**src/rtl/mdu_pkg.sv**
```systemverilog
// Shared encodings for the iterative multiply/divide unit.
// MDU_DIV_EN: when defined, DIVU/DIV are legal and the divider step is built.
package mdu_pkg;

    localparam logic [2:0] OP_MULTU = 3'b000;
    localparam logic [2:0] OP_MULT  = 3'b001;
    localparam logic [2:0] OP_MADDU = 3'b010;
    localparam logic [2:0] OP_MADD  = 3'b011;
    localparam logic [2:0] OP_DIVU  = 3'b100;
    localparam logic [2:0] OP_DIV   = 3'b101;

    localparam logic MODE_MUL = 1'b0;
    localparam logic MODE_DIV = 1'b1;

    typedef enum logic [1:0] {
        S_IDLE = 2'd0,
        S_RUN  = 2'd1,
        S_FIN  = 2'd2
    } state_e;

    function automatic logic op_legal(input logic [2:0] op);
`ifdef MDU_DIV_EN
        return op <= OP_DIV;
`else
        return op <= OP_MADD;
`endif
    endfunction

    function automatic logic op_is_acc(input logic [2:0] op);
        return (op == OP_MADDU) || (op == OP_MADD);
    endfunction

endpackage

```
**src/rtl/mdu_step.sv**
```systemverilog
// One radix-2 iteration: shift-add multiply or restoring divide.
// MDU_DIV_EN: when undefined the divide path is not built.
module mdu_step
    import mdu_pkg::*;
#(
    parameter int XLEN = 32
) (
    input  logic              mode,
    input  logic [2*XLEN-1:0] acc,
    input  logic [XLEN-1:0]   opd,
    output logic [2*XLEN-1:0] acc_nxt
);

    logic [XLEN:0]     upper;
    logic [2*XLEN-1:0] mul_nxt;

    // acc = {partial product, remaining multiplier bits}
    always_comb begin
        upper   = {1'b0, acc[2*XLEN-1:XLEN]}
                + {1'b0, (acc[0] ? opd : {XLEN{1'b0}})};
        mul_nxt = {upper, acc[XLEN-1:1]};
    end

`ifdef MDU_DIV_EN
    logic [XLEN:0]     top;
    logic [XLEN-1:0]   diff;
    logic              ge;
    logic [2*XLEN-1:0] div_nxt;

    // acc = {remainder, dividend bits becoming quotient bits}
    always_comb begin
        top     = acc[2*XLEN-1:XLEN-1];
        ge      = top >= {1'b0, opd};
        diff    = top[XLEN-1:0] - opd;
        div_nxt = ge ? {diff, acc[XLEN-2:0], 1'b1}
                     : {top[XLEN-1:0], acc[XLEN-2:0], 1'b0};
        acc_nxt = (mode == MODE_DIV) ? div_nxt : mul_nxt;
    end
`else
    always_comb begin
        acc_nxt = (mode == MODE_DIV) ? acc : mul_nxt;
    end
`endif

endmodule

```
**src/rtl/iter_mdu_hilo.sv**
```systemverilog
// Iterative multiply/divide unit with Hi/Lo registers, XLEN+1 cycles per op.
// MDU_DIV_EN: when defined, DIVU/DIV are accepted; otherwise they are ignored.
module iter_mdu_hilo
    import mdu_pkg::*;
#(
    parameter int XLEN = 32
) (
    input  logic            clk,
    input  logic            rst,
    input  logic            start,
    input  logic [2:0]      op,
    input  logic [XLEN-1:0] a,
    input  logic [XLEN-1:0] b,
    input  logic            flush,
    input  logic            mthi,
    input  logic            mtlo,
    input  logic [XLEN-1:0] wdata,
    output logic            busy,
    output logic            done,
    output logic [XLEN-1:0] hi,
    output logic [XLEN-1:0] lo
);

    localparam int CNT_W = $clog2(XLEN);

    state_e            state_q, state_d;
    logic [CNT_W-1:0]  cnt_q, cnt_d;
    logic [2*XLEN-1:0] acc_q, acc_d;
    logic [XLEN-1:0]   opd_q, opd_d;
    logic [XLEN-1:0]   hi_q, hi_d, lo_q, lo_d;
    logic              mode_q, mode_d, macc_q, macc_d;
    logic              neg_q, neg_d, rneg_q, rneg_d, dz_q, dz_d;
    logic              busy_q, busy_d, done_q, done_d;

    logic [2*XLEN-1:0] step_acc, prod_s, acc_sum;
    logic [XLEN-1:0]   abs_a, abs_b, quo, rem;

    mdu_step #(.XLEN(XLEN)) u_step (
        .mode    (mode_q),
        .acc     (acc_q),
        .opd     (opd_q),
        .acc_nxt (step_acc)
    );

    always_comb begin
        state_d = state_q;
        cnt_d   = cnt_q;
        acc_d   = acc_q;
        opd_d   = opd_q;
        hi_d    = hi_q;
        lo_d    = lo_q;
        mode_d  = mode_q;
        macc_d  = macc_q;
        neg_d   = neg_q;
        rneg_d  = rneg_q;
        dz_d    = dz_q;
        busy_d  = busy_q;
        done_d  = 1'b0;

        abs_a   = (op[0] && a[XLEN-1]) ? -a : a;
        abs_b   = (op[0] && b[XLEN-1]) ? -b : b;
        prod_s  = neg_q ? -acc_q : acc_q;
        acc_sum = {hi_q, lo_q} + prod_s;
        // Zero divisor leaves |a| as remainder; only the quotient needs forcing.
        quo     = dz_q ? {XLEN{1'b1}}
                       : (neg_q ? -acc_q[XLEN-1:0] : acc_q[XLEN-1:0]);
        rem     = rneg_q ? -acc_q[2*XLEN-1:XLEN] : acc_q[2*XLEN-1:XLEN];

        unique case (state_q)
            S_IDLE: begin
                if (mthi) hi_d = wdata;
                if (mtlo) lo_d = wdata;
                if (start && !flush && op_legal(op)) begin
                    state_d = S_RUN;
                    busy_d  = 1'b1;
                    cnt_d   = CNT_W'(XLEN - 1);
                    mode_d  = op[2];
                    macc_d  = op_is_acc(op);
                    neg_d   = op[0] & (a[XLEN-1] ^ b[XLEN-1]);
                    rneg_d  = op[0] & a[XLEN-1];
                    dz_d    = op[2] && (b == '0);
                    acc_d   = {{XLEN{1'b0}}, (op[2] ? abs_a : abs_b)};
                    opd_d   = op[2] ? abs_b : abs_a;
                end
            end
            S_RUN: begin
                if (flush) begin
                    state_d = S_IDLE;
                    busy_d  = 1'b0;
                end else begin
                    acc_d = step_acc;
                    cnt_d = cnt_q - CNT_W'(1);
                    if (cnt_q == '0) state_d = S_FIN;
                end
            end
            S_FIN: begin
                state_d = S_IDLE;
                busy_d  = 1'b0;
                if (!flush) begin
                    done_d = 1'b1;
                    if (mode_q == MODE_DIV) {hi_d, lo_d} = {rem, quo};
                    else if (macc_q)        {hi_d, lo_d} = acc_sum;
                    else                    {hi_d, lo_d} = prod_s;
                end
            end
            default: begin
                state_d = S_IDLE;
                busy_d  = 1'b0;
            end
        endcase
    end

    always_ff @(posedge clk or posedge rst) begin
        if (rst) begin
            state_q <= S_IDLE;
            cnt_q   <= '0;
            acc_q   <= '0;
            opd_q   <= '0;
            hi_q    <= '0;
            lo_q    <= '0;
            mode_q  <= MODE_MUL;
            macc_q  <= 1'b0;
            neg_q   <= 1'b0;
            rneg_q  <= 1'b0;
            dz_q    <= 1'b0;
            busy_q  <= 1'b0;
            done_q  <= 1'b0;
        end else begin
            state_q <= state_d;
            cnt_q   <= cnt_d;
            acc_q   <= acc_d;
            opd_q   <= opd_d;
            hi_q    <= hi_d;
            lo_q    <= lo_d;
            mode_q  <= mode_d;
            macc_q  <= macc_d;
            neg_q   <= neg_d;
            rneg_q  <= rneg_d;
            dz_q    <= dz_d;
            busy_q  <= busy_d;
            done_q  <= done_d;
        end
    end

    assign busy = busy_q;
    assign done = done_q;
    assign hi   = hi_q;
    assign lo   = lo_q;

endmodule

```
**config.mk**
```make
export PLATFORM = sky130hd
export DESIGN_NAME = iter_mdu_hilo
export DESIGN_NICKNAME = d
export VERILOG_FILES = /design/src/rtl/mdu_pkg.sv /design/src/rtl/mdu_step.sv /design/src/rtl/iter_mdu_hilo.sv
export SDC_FILE = /design/constraint.sdc
export NUM_CORES = 1
export LEC_CHECK = 0
export CAP_MARGIN = 15
export CORE_MARGIN = 1
export CORE_UTILIZATION = 63
export DETAILED_ROUTE_END_ITERATION = 8
export GPL_TIMING_DRIVEN = 0
export HOLD_SLACK_MARGIN = 0.06
export PLACE_DENSITY = 0.87
export SETUP_SLACK_MARGIN = 0.05
export SYNTH_ARGS = -nofsm -noshare
export SYNTH_HDL_FRONTEND = slang
export SYNTH_SLANG_ARGS = --single-unit
export TNS_END_PERCENT = 1
```
**constraint.sdc**
```tcl
create_clock -name clk -period 12.8 [get_ports clk]
set_input_delay 2.56 -clock clk [delete_from_list [all_inputs] [get_ports clk]]
set_output_delay 2.56 -clock clk [all_outputs]
set_load 0.05 [all_outputs]
```
After elaboration in Yosys (flattened, before gate mapping). Cells that the tools add are included.

Add/subtract/negate cells: 8. Order comparisons: 1. Eq/ne operators: 12. Mux-type cells: 35. Bitwise logic cells: 3. Reductions and logical operators: 19.

Operator list (number): 2-to-1 mux 32 bit (16); 2-to-1 mux 64 bit (4); negation 32 bit (4); one-hot mux 32 bit (2 select lines) (2); one-hot mux 64 bit (2 select lines) (1); adder 64 bit (1); negation 64 bit (1); adder 32 x 32 -> 33 bit (1); logical NOT 32 bit (1); != test 2 bit (second input constant) (7); 2-to-1 mux 5 bit (2); one-hot mux 5 bit (2 select lines) (1); AND reduction 3 bit (3); == test 3 x 2 -> 1 bit (second input constant) (2); 2-to-1 mux 2 bit (3); AND reduction 2 bit (3); logical AND 1 bit (5); logical NOT 5 bit (1); subtractor 5 x 1 -> 5 bit (second input constant) (1); 2-to-1 mux 1 bit (4); one-hot mux 2 bit (2 select lines) (1); AND reduction 4 bit (1); nonzero test 2 bit (2); less-or-equal comparator 3 x 2 -> 1 bit (second input constant) (1); other kinds (9) (10).

Bits in registers: 174. Input bits: 105. Output and inout bits: 66. Logic and storage cells: 91.

Longest topological paths before layout. Gate-level depths: netlist of the first run.

Depth after elaboration: 7. Depth in mapped cells: 22. Depth with buffers taken out: 20.

Hierarchy. From an unflattened synthesis of the first run, not the netlist that was laid out.

Cells, all modules: 2448. Area total of the unflattened synthesis: 18301.3 µm².

By module, submodules not included: iter_mdu_hilo (times used 1, cells each 2063, area each 15620.0 µm², sequential area each 4354.2 µm²); mdu_step (times used 1, cells each 385, area each 2681.3 µm², sequential area each 0.0 µm²).

Worst setup path after synthesis of the first run. OpenSTA, ideal clock, no wires.

Path kind: flip-flop to flip-flop. Start: reg acc_q[0]. End: reg hi_q[31] (netlist: hi[31]). Library setup time: 0.094 ns. Arrival time: 5.393 ns. Data required time: 12.706 ns. Setup slack: 7.313 ns. Stages on the path, launching flop included: 22. Buffers on the path: 2. Clock period less this slack: 5.487 ns. Path through: dfrtp_1 -> clkbuf_1 -> inv_1 -> ha_1 -> or3b_2 -> or4_1 -> nand3b_1 -> nand2b_1 -> clkbuf_1 -> o41ai_1 -> xnor2_1 -> ha_1 -> nand4_1 -> nor3_1 -> nand2_1 -> a211oi_1 -> a41oi_1 -> a2111oi_0 -> o21ai_0 -> o31ai_1 -> mux4_1 -> a211oi_1.

Cells in the longest elaborated chain, start to end: 7.

RTL lines: start, declared (line iter_mdu_hilo.sv:28) `logic [2*XLEN-1:0] acc_q, acc_d;`; start signal, assigned (line iter_mdu_hilo.sv:117) `acc_q <= '0;`; start signal, assigned (line iter_mdu_hilo.sv:131) `acc_q <= acc_d;`; negation 64 bit (line iter_mdu_hilo.sv:62) `prod_s = neg_q ? -acc_q : acc_q;`; 2-to-1 mux 64 bit * (line iter_mdu_hilo.sv:62); adder 64 bit (line iter_mdu_hilo.sv:63) `acc_sum = {hi_q, lo_q} + prod_s;`; 2-to-1 mux 32 bit * (line iter_mdu_hilo.sv:102) `else if (macc_q) {hi_d, lo_d} = acc_sum;`; 2-to-1 mux 32 bit * (line iter_mdu_hilo.sv:101) `if (mode_q == MODE_DIV) {hi_d, lo_d} = {rem, quo};`; 2-to-1 mux 32 bit * (line iter_mdu_hilo.sv:99) `if (!flush) begin`; one-hot mux 32 bit (2 select lines) * (line iter_mdu_hilo.sv:69) `unique case (state_q)`; end signal, assigned (line iter_mdu_hilo.sv:133) `hi_q <= hi_d;`; end, declared (line iter_mdu_hilo.sv:30) `logic [XLEN-1:0] hi_q, hi_d, lo_q, lo_d;`.

Every way passes the cells marked *; elsewhere a longest branch is shown, timed or not. The select of a mux whose other input is x is not followed. A chain may end at the register's enable or synchronous reset.

Worst setup path after layout of the first run. Ends and elaborated chain as after synthesis.

==> summary.md, run 1 <==
| Metric | Value |
|---|---|
| Status | finished, final reports clean |
| Comb power frac | 63.3% |
| Tot Pwr | 3680 uW |
| Crit Path Max Fanout | 10 |
| Final WL | 62000 um |
| Clock share of power | 14.4% |
| Setup crit end kind | flip-flop |
| Final setup violating endpoints | 0 |
| Switching power | 1900 uW |
| Vias per cell | 6.92 |
| Sink Count | 174 |
| Kind of critical path | flip-flop to flip-flop |
| Critical hold path startpoint | opd_q[17] |
| Unrepaired setup endpoints after global routing | no |
| Clock Root Buffer | clkbuf_16 |
| Setup TNS | 0 ns |
| Later-pin clock latency in the skew report | 0.45 ns |
| Initial Util | 64.2% |
| Synth warnings | 0 |
| Post-cts sizing count | 0 |
| Worst-path clk slew | 0.07 ns |
| Clock buffer count from CTS | 17 |
| Req. time, crit path | 13.15 ns |
| IO Port Bufs | 168 |
| GR Util All Layers | 45.5% |
| Hold crit path type | flip-flop to flip-flop |
| Synth Cell Area | 16700 um2 |
| Clk_skew | 0.0192 ns |
| Die Ht | 165 um |
| Seq/Total Area, Yosys | 26.0% |
| Die X | 165 um |
| P_leak | 0.00813 uW |
| Total number of vias | 18600 |
| Postcts setup bufs | 0 |
| Final worst path period share | 58.1% |
| Area growth syn-to-layout | 16.2% |
| Hold-fix buffers, CTS | 0 |
| Slew @ Worst Pin | 1.22 ns |
| EDFF count, synth | 0 |
| Row count | 59 |
| Sequential power share | 22.3% |
| Max_cap viols | 0 |
| Gp weighted congestion | 1.07 |
| Die ar. | 27200 um2 |
| Pre-CTS setup slack | 5.64 ns |
| RR Endpoint | hi[31] |
| Ports | 171 |
| Hpwl dp | 48600 um |
| Fmax | 134 MHz |
| CTS tree | built |
| Hold EP | opd_q[17] |
| Initial DRC count | 2726 |
| CP Launch Type | flip-flop |
| Largest net degree at the start of global routing | 91 |
| Main flop type after synthesis | dfrtp_1 |
| Vias in the first global route | 16600 |
| Placeable core region | 26100 um2 |
| Clk buf depth | 2 |
| Cell Int Power | 1780 uW |
| Crit path DAT | 7.79 ns |
| Max VDD drop | 0.000111 V |
| Antenna diodes | 0 |
| Final core utilization | 74.5% |
| DRC Markers | 0 |
| Tmin final | 7.44 ns |
| 1st-pass router iterations | 6 |
| H-tree depth | 4 |
| Syn_nets | 2368 |
| Sw Ratio | 51.6% |
| Post-synth ARST share | 100% |
| Reg-to-reg startpoint | acc_q[0] |
| Wire per inst | 23.1 um |
| Reg2Reg Depth | 21 |
| Worst Setup Slack, final | 5.36 ns |
| Layout cells sized above 1 | 2.34% |
| Post-Syn Instances | 2146 |
| Final #Nets | 2556 |
| Grt ovf | 0 |
| R2r setup slk | 5.36 ns |
| Library cells used by synthesis | 74 |
| Slew Viols, Final | 0 |
| Max transition margin | 18.6% |
| Fin. Hold Viols | 0 |
| Hold path cells | 2 |
| Yosys reg bits | 174 |
| Synth Area per Inst | 7.79 um2 |
| Initial antenna violation count | 1 |
| Pwr Density | 189 nW/um2 |
| First-pass GRT wire length | 93400 um |
| Antenna viol nets, final | 0 |
layout make-up:
cell class | count | area, um2
clock inverters | 12 | 123
fillers | 1993 | 6640
flip-flops and latches | 174 | 4350
inverters | 48 | 188
repair buffers | 169 | 1710
multi-input cells | 1800 | 11700
clock buffers | 19 | 443
well taps | 335 | 419
plain buffers | 124 | 475
power groups by stage:
stage	Clock (uW)	Sequential (uW)	Combinational (uW)
floorplan	0	879	1500
global placement	0	809	2160
detailed placement	0	816	2210
CTS	519	808	2230
global route	543	827	2480
finish	531	818	2330
logic make-up (layout without fill, tap and decap cells):
family          Yosys count  after routing  share of synthesized area (%)
xor+xnor                223            223                           11.7
fa+ha+maj               117            117                           8.84
simple gates            700            700                           20.1
compound gates          750            750                           28.7
mux                      10             10                          0.703
flops                   174            174                           26.0
buf+inv                 172            372                           3.92
sequential cells by signal, summed over array words and instances, names as in the netlist:
signal and count:
macc_q 1, cnt_q 5, hi 32, rneg_q 1, mode_q 1, lo 32, acc_q 64, busy 1
done 1, opd_q 32, state_q 2, dz_q 1, neg_q 1
worst max-delay path: stages, from the launching register on:
cell	delay, ns
dfrtp_1	0.54
clkbuf_1	0.31
inv_1	0.13
ha_1	0.20
or3b_2	0.46
or4_1	0.57
nand3b_1	0.29
nand2b_1	0.36
clkbuf_1	0.29
o41ai_1	0.38
xnor2_1	0.21
ha_1	0.46
nand4_1	0.26
nor4_1	0.41
nand2_1	0.10
a31oi_1	0.27
a2111oi_0	0.17
a2111oi_0	0.59
o21ai_0	0.36
o31ai_1	0.42
mux4_1	0.36
a211oi_1	0.21
how the worst max path moves through the flow:
stage / from / to / slack (ns) / cells past startpoint
after global placement: rst / hi[25] / 3.32 / 2
after CTS: acc_q[0] / hi[31] / 5.64 / 21
after global routing: acc_q[0] / hi[31] / 5.07 / 21
after floorplan: rst / acc_q[0] / 5.52 / 1
final: acc_q[0] / hi[31] / 5.36 / 21
after detailed placement: acc_q[0] / hi[31] / 5.64 / 21
placed cells by master (no fill, tap or decap), types with 6 or more instances in the layout:
cell               n
or4_1             15
a211o_1           10
nor4_1            19
nor2_1           158
o211ai_1          18
mux2i_1            8
and4_1             9
o21ai_0          205
clkbuf_16         17
o221ai_1          38
and2_1            46
clkdlybuf4s50_1  168
or3_1             28
a31oi_1           47
a21oi_1          184
o21bai_1          19
o41ai_1           15
nand2_1          251
a22o_1            25
nor2b_1           15
a211oi_1          24
inv_1             46
nand2b_1          27
and3_1            12
a21o_1            30
o31ai_1           28
clkbuf_1         118
nor3_1            34
nand3_1           33
ha_1             115
a22oi_1           27
nand4_1           26
xnor2_1          137
a21boi_0           8
o41a_1             6
or2_2              6
xor2_1            85
o21a_1            20
dfrtp_1          174
synthesized netlist by cell type, drive strengths merged (9+ instances only):
library cell,n,area [um2]
nand2,251,942
o21ai,207,1050
a21oi,184,921
dfrtp,174,4350
nor2,158,593
xnor2,137,1200
clkbuf,117,439
ha,115,1440
xor2,86,761
and2,48,300
a31oi,47,294
inv,47,176
o221ai,38,333
nor3,34,170
nand3,33,165
or3,31,209
a21o,30,225
o31ai,28,210
a22oi,27,203
nand2b,27,169
nand4,26,163
a22o,25,219
a211oi,24,180
o21a,20,150
nor4,19,119
o21bai,19,143
o211ai,18,135
or4,16,124
nor2b,15,93.8
o41ai,15,131
and3,12,75.1
a211o,10,87.6
and4,9,78.8
per-layer routing:
metal / up-vias / part of all wire [%] / global-route usage [%]
li1: 8260 / - / -
met1: 8696 / 39 / 61.2
met2: 1355 / 42 / 67.7
met3: 251 / 12 / 10.9
met4: 2 / 6.0 / 23.9
met5: - / 0.027 / 0
stage by stage:
step / cells / cell area (um2) / hold slack, ns
global route: 2681 / 19400 / 0.502
floorplan: 2146 / 16700 / 0.438
CTS: 2681 / 19400 / 0.482
finish: 2681 / 19400 / 0.479
global placement: 2649 / 18800 / 0.457
detailed placement: 2650 / 18900 / 0.467
(Power assumes the default switching activity.)
==> run 2: changes to the inputs <==
--- a/config.mk
+++ b/config.mk
@@ -7,11 +7,11 @@
 export LEC_CHECK = 0
 export CAP_MARGIN = 15
 export CORE_MARGIN = 1
-export CORE_UTILIZATION = 63
+export CORE_UTILIZATION = 59
 export DETAILED_ROUTE_END_ITERATION = 8
 export GPL_TIMING_DRIVEN = 0
 export HOLD_SLACK_MARGIN = 0.06
-export PLACE_DENSITY = 0.87
+export PLACE_DENSITY = 0.82
 export SETUP_SLACK_MARGIN = 0.05
 export SYNTH_ARGS = -nofsm -noshare
 export SYNTH_HDL_FRONTEND = slang
==> constraint.sdc (replaced) <==
create_clock -name clk -period 7 [get_ports clk]
set_input_delay 1.4 -clock clk [delete_from_list [all_inputs] [get_ports clk]]
set_output_delay 1.4 -clock clk [all_outputs]
set_load 0.05 [all_outputs]
==> summary.md, run 2 (synthesis results as in run 1) <==
| Metric | Value |
|---|---|
| Final WL | 62100 um (was 62000 um) |
| Fin. Hold Viols | 0 (unchanged) |
| Fin cells | 2725 (was 2681) |
| Metal3 WL | 6960 um (was 7720 um) |
| Antenna viol nets, final | 0 (unchanged) |
| Ports | 171 (unchanged) |
| Reg-to-reg startpoint | acc_q[0] (unchanged) |
| Initial antenna violation count | 0 (was 1) |
| Hold-fix buffers, CTS | 0 (unchanged) |
| Clock buffer count from CTS | 17 (unchanged) |
| Unrepaired setup endpoints after global routing | no (unchanged) |
| Initial Util | 60.0% (was 64.2%) |
| Antenna diodes | 0 (unchanged) |
| Setup TNS | 0 ns (unchanged) |
| Req. time, crit path | 7.36 ns (was 13.15 ns) |
| Highest metal layer with signal wires | met4 (was met5) |
| Most frequent cells in the layout | nand2_1 (251), o21ai_0 (205), a21oi_1 (184), dfrtp_1 (173), clkdlybuf4s50_1 (168) (was nand2_1 (251), o21ai_0 (205), a21oi_1 (184), dfrtp_1 (174), clkdlybuf4s50_1 (168)) |
| Final core utilization | 70.3% (was 74.5%) |
| IO Port Bufs | 168 (unchanged) |
| Crit path DAT | 6.99 ns (was 7.79 ns) |
| Grt ovf | 0 (unchanged) |
| Hold EP | opd_q[1] (was opd_q[17]) |
| Die Ht | 170 um (was 165 um) |
| Reg2Reg Depth | 20 (was 21) |
| Clock Root Buffer | clkbuf_16 (unchanged) |
| First-pass GRT wire length | 94100 um (was 93400 um) |
| RR Endpoint | hi[31] (unchanged) |
| Layout cells sized above 1 | 2.68% (was 2.34%) |
| Status | finished, final reports clean (unchanged) |
| Critical hold path startpoint | opd_q[1] (was opd_q[17]) |
| Gp weighted congestion | 1.05 (was 1.07) |
| Kind of critical path | flip-flop to flip-flop (unchanged) |
| Max VDD drop | 0.000177 V (was 0.000111 V) |
| Area growth syn-to-layout | 17.1% (was 16.2%) |
| Placeable core region | 27900 um2 (was 26100 um2) |
| M1 wire length | 25700 um (was 24300 um) |
| CTS tree | built (unchanged) |
| Slew Viols, Final | 0 (unchanged) |
| DRC Markers | 0 (unchanged) |
| Largest net degree at the start of global routing | 131 (was 91) |
| Hold crit path type | flip-flop to flip-flop (unchanged) |
| P_leak | 0.00815 uW (was 0.00813 uW) |
| 1st-pass router iterations | 8 (was 6) |
| Vias in the first global route | 16500 (was 16600) |
| Design area | 19600 um2 (was 19400 um2) |
| Wire per inst | 22.8 um (was 23.1 um) |
| H-tree depth | 4 (unchanged) |
| Met2 wire len | 26100 um (was 26200 um) |
| Later-pin clock latency in the skew report | 0.46 ns (was 0.45 ns) |
| Fmax | 151 MHz (was 134 MHz) |
| R2r setup slk | 0.37 ns (was 5.36 ns) |
| Max transition margin | 18.3% (was 18.6%) |
| Row count | 61 (was 59) |
| Die ar. | 29000 um2 (was 27200 um2) |
| Sink Count | 174 (unchanged) |
| Setup crit end kind | flip-flop (unchanged) |
| Max_cap viols | 0 (unchanged) |
| Commonest non-fill, non-tap cell in the layout | nand2_1 (unchanged) |
| Biggest register | acc_q (unchanged) |
| Hpwl dp | 49100 um (was 48600 um) |
| Final setup violating endpoints | 0 (unchanged) |
| Placed Instance Area | 18900 um2 (about the same) |
| Max FFs per register | 64 (unchanged) |
| Final worst path period share | 94.8% (was 58.1%) |
| Initial DRC count | 2400 (was 2726) |
| Pwr Density | 347 nW/um2 (was 189 nW/um2) |
| Vias per cell | 6.71 (was 6.92) |
| CP Launch Type | flip-flop (unchanged) |
| Slew @ Worst Pin | 1.22 ns (about the same) |
| Clk buf depth | 2 (unchanged) |
| Die X | 170 um (was 165 um) |
| Worst-path clk slew | 0.07 ns (about the same) |
| Tmin final | 6.63 ns (was 7.44 ns) |
| GR Util All Layers | 42.9% (was 45.5%) |
| Total number of vias | 18300 (was 18600) |
| Hold path cells | 2 (unchanged) |
| Clk_skew | 0.0163 ns (was 0.0192 ns) |
| DP Cell Count | 2693 (was 2650) |
| Final #Nets | 2556 (unchanged) |
| Crit Path Max Fanout | 19 (was 10) |
## run 2: cell count changes in the layout (fill, tap and decap cells not counted), moves of 2 or more
cell	change
clkinv_2	-3
inv_6	-2
clkinvlp_4	+4
bufinv_16	+3
inv_8	-3
a2111oi_2	+2
a2111oi_0	-2
## run 2: worst max path at each step
stage,from,endpoint,cells after the start
after global placement,rst,hi[25],2
final,acc_q[0],hi[31],20
after floorplan,rst,acc_q[0],1
after detailed placement,acc_q[0],hi[31],21
after CTS,acc_q[0],hi[31],19
after global routing,acc_q[0],hi[31],20
## run 2: layout make-up
type / instances / area (um2)
sequential: 174 / 4360
multi-input combinational: 1800 / 11700
inverter: 48 / 188
buffer: 123 / 472
clock inverter: 11 / 176
timing repair buffer: 170 / 1710
clock buffer: 21 / 460
fill: 2257 / 8270
tap: 378 / 473
## run 2: critical path, stage by stage, from the launching register on
cell,delay [ns]
dfrtp_2,0.53
inv_1,0.11
ha_1,0.19
or3b_2,0.46
or4_1,0.56
nand3b_1,0.31
nand2b_2,0.34
clkbuf_1,0.26
o21ai_0,0.25
xnor2_1,0.17
ha_1,0.50
nand4_1,0.28
nor3_2,0.30
nand2_1,0.08
a211oi_1,0.24
a41oi_1,0.19
a2111oi_2,0.45
o21ai_0,0.29
o31ai_1,0.39
mux4_1,0.35
a211oi_1,0.25
## run 2: power breakdown
part / total [uW] / switching (uW) / internal, uW
Clock: 1060 / 437 / 620
Sequential: 1500 / 294 / 1210
Combinational: 4240 / 2700 / 1540
## run 2: per-stage QoR
stage / worst slack (ns) / total power (uW) / hold slack [ns]
3_5_place_dp: -0.223 / 5530 / 0.463
5_1_grt: 0.0713 / 7150 / 0.491
6_report: 0.367 / 6800 / 0.478
2_1_floorplan: 0.883 / 4340 / 0.438
4_1_cts: 0.200 / 6610 / 0.478
3_3_place_gp: -1.36 / 5480 / 0.457
## run 2: layer usage
metal	vias to the layer above	track usage, %
li1	8250	-
met1	8616	59.0
met2	1234	63.2
met3	189	8.88
met4	0	23.1
met5	-	0
## run 2: timing repair
item,in CTS,in global routing
pin swaps,0,2
buffers inserted,0,0
gates resized for setup,4,5
setup endpoints to repair,1,3
